===== src/rtl/matrix_pkg.sv =====
// Shared definitions for the 3x3 byte matrix register file and its sequencers.
//   DATA_W   : element width in bits (must match storage data width)
//   DIM      : matrix dimension; row/col indices run 0..DIM-1
//   idx_t    : 2-bit row/column index
//   LAST_IDX : highest index value on either axis
//   state_e  : read sequencer FSM states
package matrix_pkg;

    localparam int unsigned DATA_W = 8;
    localparam int unsigned DIM    = 3;

    typedef logic [1:0] idx_t;

    localparam idx_t LAST_IDX = 2'd2;

    typedef enum logic [1:0] {
        StIdle,
        StFetch,
        StCapture,
        StSend
    } state_e;

endpackage


===== src/rtl/matrix_idx_counter.sv =====
// Row/column index counter for walking a DIM x DIM matrix in row-major or
// column-major order. Shared by the loader and reader sequencers.
//   clk_i       : clock, rising edge
//   rst_ni      : asynchronous active-low reset, index returns to (0,0)
//   clear_i     : synchronous return to (0,0); wins over advance_i
//   advance_i   : step to the next index in the selected order
//   transpose_i : 0 = row-major (col fastest), 1 = column-major (row fastest)
//   row_o/col_o : current index
//   last_o      : current index is the final element (DIM-1, DIM-1)
module matrix_idx_counter #(
    parameter int unsigned DIM = matrix_pkg::DIM
) (
    input  logic       clk_i,
    input  logic       rst_ni,
    input  logic       clear_i,
    input  logic       advance_i,
    input  logic       transpose_i,
    output logic [1:0] row_o,
    output logic [1:0] col_o,
    output logic       last_o
);
    import matrix_pkg::*;

    localparam idx_t WrapIdx = idx_t'(DIM - 1);

    idx_t row_q, row_d;
    idx_t col_q, col_d;

    always_comb begin
        row_d = row_q;
        col_d = col_q;
        if (clear_i) begin
            row_d = '0;
            col_d = '0;
        end else if (advance_i) begin
            if (!transpose_i) begin
                if (col_q == WrapIdx) begin
                    col_d = '0;
                    row_d = (row_q == WrapIdx) ? '0 : row_q + 2'd1;
                end else begin
                    col_d = col_q + 2'd1;
                end
            end else begin
                if (row_q == WrapIdx) begin
                    row_d = '0;
                    col_d = (col_q == WrapIdx) ? '0 : col_q + 2'd1;
                end else begin
                    row_d = row_q + 2'd1;
                end
            end
        end
    end

    always_ff @(posedge clk_i or negedge rst_ni) begin
        if (!rst_ni) begin
            row_q <= '0;
            col_q <= '0;
        end else begin
            row_q <= row_d;
            col_q <= col_d;
        end
    end

    assign row_o  = row_q;
    assign col_o  = col_q;
    assign last_o = (row_q == WrapIdx) && (col_q == WrapIdx);

endmodule


===== src/rtl/matrix_3_3_reader.sv =====
// Read-side sequencer for the 3x3 matrix register file. On start it walks the
// storage's synchronous read port and streams all nine elements over a
// valid/ready interface, row-major or column-major (transpose).
//   clk, rst_n           : clock (rising edge), asynchronous active-low reset
//   start, transpose     : begin a read; order sampled with start in IDLE
//   abort                : synchronous cancel back to IDLE, no done
//   busy, done           : not-IDLE flag; one-cycle pulse after last handshake
//   mat_row, mat_col     : read address to storage
//   mat_data             : storage read data, valid the cycle after the address edge
//   out_valid, out_ready : element handshake
//   out_data, out_row, out_col, out_last : element payload
module matrix_3_3_reader #(
    parameter int unsigned DATA_W = matrix_pkg::DATA_W,
    parameter int unsigned DIM    = matrix_pkg::DIM
) (
    input  logic              clk,
    input  logic              rst_n,
    input  logic              start,
    input  logic              transpose,
    input  logic              abort,
    output logic              busy,
    output logic              done,
    output logic [1:0]        mat_row,
    output logic [1:0]        mat_col,
    input  logic [DATA_W-1:0] mat_data,
    output logic              out_valid,
    input  logic              out_ready,
    output logic [DATA_W-1:0] out_data,
    output logic [1:0]        out_row,
    output logic [1:0]        out_col,
    output logic              out_last
);
    import matrix_pkg::*;

    state_e            state_q;
    logic              order_q;
    logic              busy_q;
    logic              done_q;
    logic              valid_q;
    logic              last_q;
    logic [DATA_W-1:0] data_q;
    idx_t              row_q;
    idx_t              col_q;

    idx_t idx_row;
    idx_t idx_col;
    logic idx_last;
    logic idx_clear;
    logic idx_advance;

    // abort blocks both counter moves so an aborted read leaves the index untouched
    assign idx_clear   = (state_q == StIdle) && start && !abort;
    assign idx_advance = (state_q == StSend) && out_ready && !last_q && !abort;

    matrix_idx_counter #(
        .DIM(DIM)
    ) u_idx (
        .clk_i      (clk),
        .rst_ni     (rst_n),
        .clear_i    (idx_clear),
        .advance_i  (idx_advance),
        .transpose_i(order_q),
        .row_o      (idx_row),
        .col_o      (idx_col),
        .last_o     (idx_last)
    );

    always_ff @(posedge clk or negedge rst_n) begin
        if (!rst_n) begin
            state_q <= StIdle;
            order_q <= 1'b0;
            busy_q  <= 1'b0;
            done_q  <= 1'b0;
            valid_q <= 1'b0;
            last_q  <= 1'b0;
            data_q  <= '0;
            row_q   <= '0;
            col_q   <= '0;
        end else begin
            done_q <= 1'b0;
            if (abort && (state_q != StIdle)) begin
                state_q <= StIdle;
                busy_q  <= 1'b0;
                valid_q <= 1'b0;
                last_q  <= 1'b0;
            end else begin
                unique case (state_q)
                    StIdle: begin
                        if (start && !abort) begin
                            order_q <= transpose;
                            busy_q  <= 1'b1;
                            state_q <= StFetch;
                        end
                    end
                    // Storage samples the address at the end of this cycle.
                    StFetch: state_q <= StCapture;
                    StCapture: begin
                        data_q  <= mat_data;
                        row_q   <= idx_row;
                        col_q   <= idx_col;
                        last_q  <= idx_last;
                        valid_q <= 1'b1;
                        state_q <= StSend;
                    end
                    StSend: begin
                        if (out_ready) begin
                            valid_q <= 1'b0;
                            if (last_q) begin
                                last_q  <= 1'b0;
                                busy_q  <= 1'b0;
                                done_q  <= 1'b1;
                                state_q <= StIdle;
                            end else begin
                                state_q <= StFetch;
                            end
                        end
                    end
                    default: state_q <= StIdle;
                endcase
            end
        end
    end

    assign busy      = busy_q;
    assign done      = done_q;
    assign mat_row   = idx_row;
    assign mat_col   = idx_col;
    assign out_valid = valid_q;
    assign out_data  = data_q;
    assign out_row   = row_q;
    assign out_col   = col_q;
    assign out_last  = last_q;

endmodule

===== config.mk =====
export PLATFORM = sky130hd
export DESIGN_NAME = matrix_3_3_reader
export DESIGN_NICKNAME = d
export VERILOG_FILES = /design/src/rtl/matrix_pkg.sv /design/src/rtl/matrix_idx_counter.sv /design/src/rtl/matrix_3_3_reader.sv
export SDC_FILE = /design/constraint.sdc
export NUM_CORES = 1
export LEC_CHECK = 0
export ABC_AREA = 1
export CAP_MARGIN = 20
export CORE_UTILIZATION = 41
export CTS_BUF_LIST = sky130_fd_sc_hd__clkbuf_8 sky130_fd_sc_hd__clkbuf_16
export DETAILED_ROUTE_END_ITERATION = 12
export HOLD_SLACK_MARGIN = 0.02
export PLACE_DENSITY = 0.78
export SLEW_MARGIN = 40
export SYNTH_ARGS = -nofsm -noshare
export SYNTH_HDL_FRONTEND = slang
export SYNTH_SLANG_ARGS = --single-unit

===== constraint.sdc =====
create_clock -name clk -period 1.4 [get_ports clk]
set_clock_uncertainty 0.2 [all_clocks]
set_input_delay 0.14 -clock clk [delete_from_list [all_inputs] [get_ports clk]]
set_output_delay 0.14 -clock clk [all_outputs]
set_load 0.005 [all_outputs]

# Word level (Yosys, flattened, before mapping)

Index checks and enable logic that the tools add are counted.

Register bits after elaboration: 23
Output and inout port bits: 20
Logic and storage cells: 75

Add/sub/neg operators: 2
Eq/ne operators: 9
Muxes and demuxes: 29
Bitwise gates (word level): 1
Reductions and logical operators: 23

Operator list:

| cell                                                            | number |
|---|---|
| 2-bit two-way mux                                               | 13 |
| 1-bit two-way mux                                               | 12 |
| 2-bit AND reduction                                             | 5 |
| 3-bit nonzero test                                              | 3 |
| 2-bit == test, second input constant                            | 4 |
| 1-bit logical AND                                               | 8 |
| 2-bit case mux with 4 select lines                              | 1 |
| 3-bit by 1-bit != test with 1-bit output, second input constant | 2 |
| 3-bit by 2-bit != test with 1-bit output, second input constant | 2 |
| 1-bit case mux with 2 select lines                              | 3 |
| 2-bit by 1-bit adder with 2-bit output, second input constant   | 2 |
| 4-bit AND reduction                                             | 1 |
| 2-bit nonzero test                                              | 2 |
| 3-bit AND reduction                                             | 1 |
| 2-bit by 1-bit == test with 1-bit output, second input constant | 1 |
| 1-bit logical NOT                                               | 2 |
| 2-bit logical NOT                                               | 1 |
| 1-bit NOT                                                       | 1 |

# Logic depth before layout (Yosys ltp)

Depth in word-level cells: 6
Gate-level depth with buffers: 10
Depth with buffers taken out: 10

# By module

Synthesis repeated with hierarchy kept, for this count alone.

Cells, all modules: 147
Area, all modules: 1152.4 sq um

Modules (own cells, without submodules):

| module             | times used | cells each | area each (sq um) | seq. area each (sq um) |
|---|---|---|---|---|
| matrix_3_3_reader  | 1          | 111        | 903.4             | 475.5 |
| matrix_idx_counter | 1          | 36         | 249.0             | 100.1 |

# Worst setup path before layout

Ideal clock, no wire load.

Path type: flip-flop to flip-flop
From: register state_q[0]
To: register state_q[0]
Setup time: 0.123 ns
Arrival time: 1.139 ns
Data required time: 1.077 ns
Setup slack: -0.062 ns
Stages on the path, launching flop included: 9
Path buffers: 0
Cell sequence: dfrtp_1 > inv_1 > ha_1 > inv_2 > nand2_4 > nand2_2 > nand2_2 > o21ai_0 > nand2_1

Word-level cells in the longest chain between the ends: 4
Elaborated cells on any way between the ends: 11
Those cells by class: 5 x eq/ne; 2 x mux; 4 x reduce/logical

RTL lines:

| element                                                                                                        | line                    | text |
|---|---|---|
| start: declaration                                                                                             | matrix_3_3_reader.sv:35 | `state_e state_q;` |
| start signal: assignment                                                                                       | matrix_3_3_reader.sv:70 | `state_q <= StIdle;` |
| start signal: assignment                                                                                       | matrix_3_3_reader.sv:82 | `state_q <= StIdle;` |
| start signal: assignment                                                                                       | matrix_3_3_reader.sv:92 | `state_q <= StFetch;` |
| 2-bit nonzero test                                                                                             | matrix_3_3_reader.sv:81 | `if (abort && (state_q != StIdle)) begin` |
| 1-bit logical AND                                                                                              | matrix_3_3_reader.sv:81 |  |
| 3-bit by 1-bit != test with 1-bit output (no line) or 3-bit by 2-bit != test with 1-bit output (tied branches) | --                      |  |
| 2-bit AND reduction (no line)                                                                                  | --                      |  |

Several ways; a longest one is shown, not always the timed one.
A chain may end at the register's enable or synchronous reset.

# Worst setup path after layout

From: register state_q[0]
To: register busy_q, in the netlist busy

Word-level cells in the longest chain between the ends: 4
Elaborated cells on any way between the ends: 11
Those cells by class: 4 x eq/ne; 2 x mux; 5 x reduce/logical

RTL lines:

| element                                                                          | line                    | text |
|---|---|---|
| 2-bit nonzero test                                                               | matrix_3_3_reader.sv:81 |  |
| 1-bit logical AND                                                                | matrix_3_3_reader.sv:81 |  |
| 3-bit by 2-bit != test with 1-bit output (no line), or another cell as far along | --                      |  |
| 4-bit AND reduction (no line)                                                    | --                      |  |
| end signal: assignment                                                           | matrix_3_3_reader.sv:72 | `busy_q <= 1'b0;` |
| end signal: assignment                                                           | matrix_3_3_reader.sv:83 | `busy_q <= 1'b0;` |
| end signal: assignment                                                           | matrix_3_3_reader.sv:91 | `busy_q <= 1'b1;` |
| end: declaration                                                                 | matrix_3_3_reader.sv:37 | `logic busy_q;` |

Several ways; a longest one is shown, not always the timed one.

==> reports/results.tsv <==
metric	value	unit
status	complete, but fails checks	
violations	negative setup slack	
slew_violations	0	
drt_wl_total	2.80	mm
path_class	flop to flop	
synth.area.top_cells	dfrtp_1 50%, nand2_1 16%, nand3_1 8.3%	
drv_cap	0	
area_delta_synth_final	52.5	%
synthCells	143	
antennaDiodeCount	0	
syn_area	1140	µm²
worst_pin_slew	294	ps
clock-sinks	23	
io_pins	34	
clock_latency	260	ps
firstDrtPassIters	4	
grt_pass1_wl	4.54	mm
viasPerCell	4.93	
fin_hold_ws	34.2	ps
p_leak	0.948	nW
core_region_area	2570	µm²
synth_cell_type_count	17	
grt_max_degree	24	
fin_cells	227	
layout-drive-gt1-share	26.4	%
die_w	54.8	µm
cp.required	1360	ps
peakVddDrop	1.24	mV
ant_nets	0	
portBuffers	33	
power_density	1890	nW/µm²
die_area	3010	µm²
htreeDepth	1	
yosysWarnings	0	
fin_nets	216	
start_util	44.6	%
synth.avg_cell_area	8.01	µm²
synth_top_area_share	50.3	%
grt_antenna_before_repair	0	
place_congestion	0.827	
grtUsageTotal	21.5	%
rrSetupSlack	-120	ps
hp-class	input pin to asynchronous set/reset pin	
post-route-period-util	108	%
r2r-end	busy	
fmax	0.659	GHz
finalHoldViolCount	0	
cts_buffer_depth	2	
post-dp-hpwl	2.03	mm
route.detailed.drc	0	
synth_area_leader_cell	dfrtp_1	
syn_nets	161	
die_h	54.8	µm
maxSlewHeadroom	80.4	%
synth_seq_cells	23	
grt_overflow	0	
clkTransAtPathRegs	80	ps
place_ws	-181	ps
arrival	1480	ps
cts_made_buffers	3	
drtIter0Drc	17	
finalPower	3.31	mW
grt_pass1_vias	1135	
end_kind	flop	
worst_r2r_path_depth	10	
crit_path_max_fanout	5	
placed_cells_incl_taps	213	
startpoint_type	flop	
rows	18	
rsz0062_at_grt	yes	
period_needed	1520	ps
cts_tree	yes	
ys_seq_area_share	50.3	%
drt-wirelength-per-cell	12.3	µm
clockRootBuffer	clkbuf_8	
setup_viol	21	
postCtsHoldBufs	0	
timing.rr.start	state_q[0]	
num_vias	1119	
setup_ws	-117	ps
==> flip-flops by register name, indices dropped and copies added (netlist names) <==
name / flops
busy: 1
done: 1
order_q: 1
out_col: 2
out_data: 8
out_last: 1
out_row: 2
out_valid: 1
state_q: 2
u_idx.col_o: 2
u_idx.row_o: 2
==> logic make-up (layout without fill, tap and decap cells) <==
family | count (synthesis) | count (layout) | synth area share (%)
AND/OR/NAND/NOR | 88 | 89 | 33.9
buffers and inverters | 19 | 72 | 7.21
adder cells (fa/ha/maj) | 4 | 4 | 4.37
AO/OA/AOI/OAI | 9 | 9 | 4.26
flip-flops | 23 | 23 | 50.3
==> critical path: stages, from the launching register on <==
cell     delay, ps
dfrtp_1        430
inv_2           80
ha_4           180
inv_4           70
nand2_4         80
nand2_4         90
nand2_4         70
inv_4           70
nand2_1         40
nand2_1         60
nand2_1         40
==> area by class of cell <==
type	count	area, µm²
timing repair buffer	52	448
inverter	16	65.1
fill	216	822
clock buffer	3	41.3
sequential	23	577
multi-input combinational	102	572
clock inverter	1	5.00
tap	30	37.5
==> layer usage <==
| layer | part of all wire, % | global-route usage, % | vias up |
|---|---|---|---|
| li1 | - | - | 559 |
| met1 | 41 | 23.1 | 527 |
| met4 | 1.0 | 8.12 | 0 |
| met5 | 0 | 0 | - |
| met3 | 5.3 | 4.17 | 4 |
| met2 | 52 | 40.6 | 29 |
==> synth_stat cells <==
cell / instances
dfrtp_1: 23
o21ai_0: 8
nand2_1: 50
buf_4: 1
inv_1: 12
nand2_2: 3
clkbuf_1: 1
nor2_1: 11
nor4_1: 1
buf_6: 1
o21ai_2: 1
ha_1: 4
nand2_4: 1
inv_2: 4
nand3_1: 19
nand3_2: 2
nand3b_1: 1
==> layout by cell type (no fill, tap or decap), types with 2 or more instances in the layout <==
cell type / instances
buf_4: 19
clkbuf_8: 3
clkdlybuf4s50_1: 13
dfrtp_1: 22
dlygate4sd2_1: 20
ha_1: 2
inv_1: 9
inv_2: 5
inv_4: 2
nand2_1: 46
nand2_2: 5
nand2_4: 4
nand3_1: 18
nand3_2: 2
nor2_1: 8
nor2_2: 2
o21ai_0: 5
o21ai_2: 3
==> report_power, final <==
| group | internal, mW | leakage [nW] | switching, mW |
|---|---|---|---|
| Clock | 0.198 | 0.0255 | 0.206 |
| Combinational | 0.859 | 0.626 | 0.967 |
| Sequential | 0.927 | 0.296 | 0.147 |
==> how the worst max path moves through the flow <==
stage                from        endpoint  slack (ps)  cells past startpoint
6_report       state_q[0]            busy        -120                     10
5_1_grt        state_q[0]            busy        -210                     10
4_1_cts        state_q[1]            busy        -110                      7
3_5_place_dp        abort  u_idx.col_o[0]        -180                      7
3_3_place_gp        abort  u_idx.col_o[1]        -120                      7
2_1_floorplan  state_q[1]     out_data[0]         -20                      8
==> metrics by stage <==
stage                     util, %  TNS, ps  cell area, µm²
after global placement       61.3    -1110            1570
after floorplan                 -     -287            1150
after CTS                    67.2    -1050            1720
after detailed placement     61.3    -2510            1570
final                        68.0    -1300            1750
after global routing         68.0    -3130            1750
==> what timing repair did <==
action | in CTS | in global routing
pin swaps | 8 | 4
setup endpoints to repair | 43 | 23
gates resized for setup | 42 | 3
gates cloned | 1 | 0
setup buffers | 8 | 1
No activity file was read; power rests on OpenSTA's default activity.
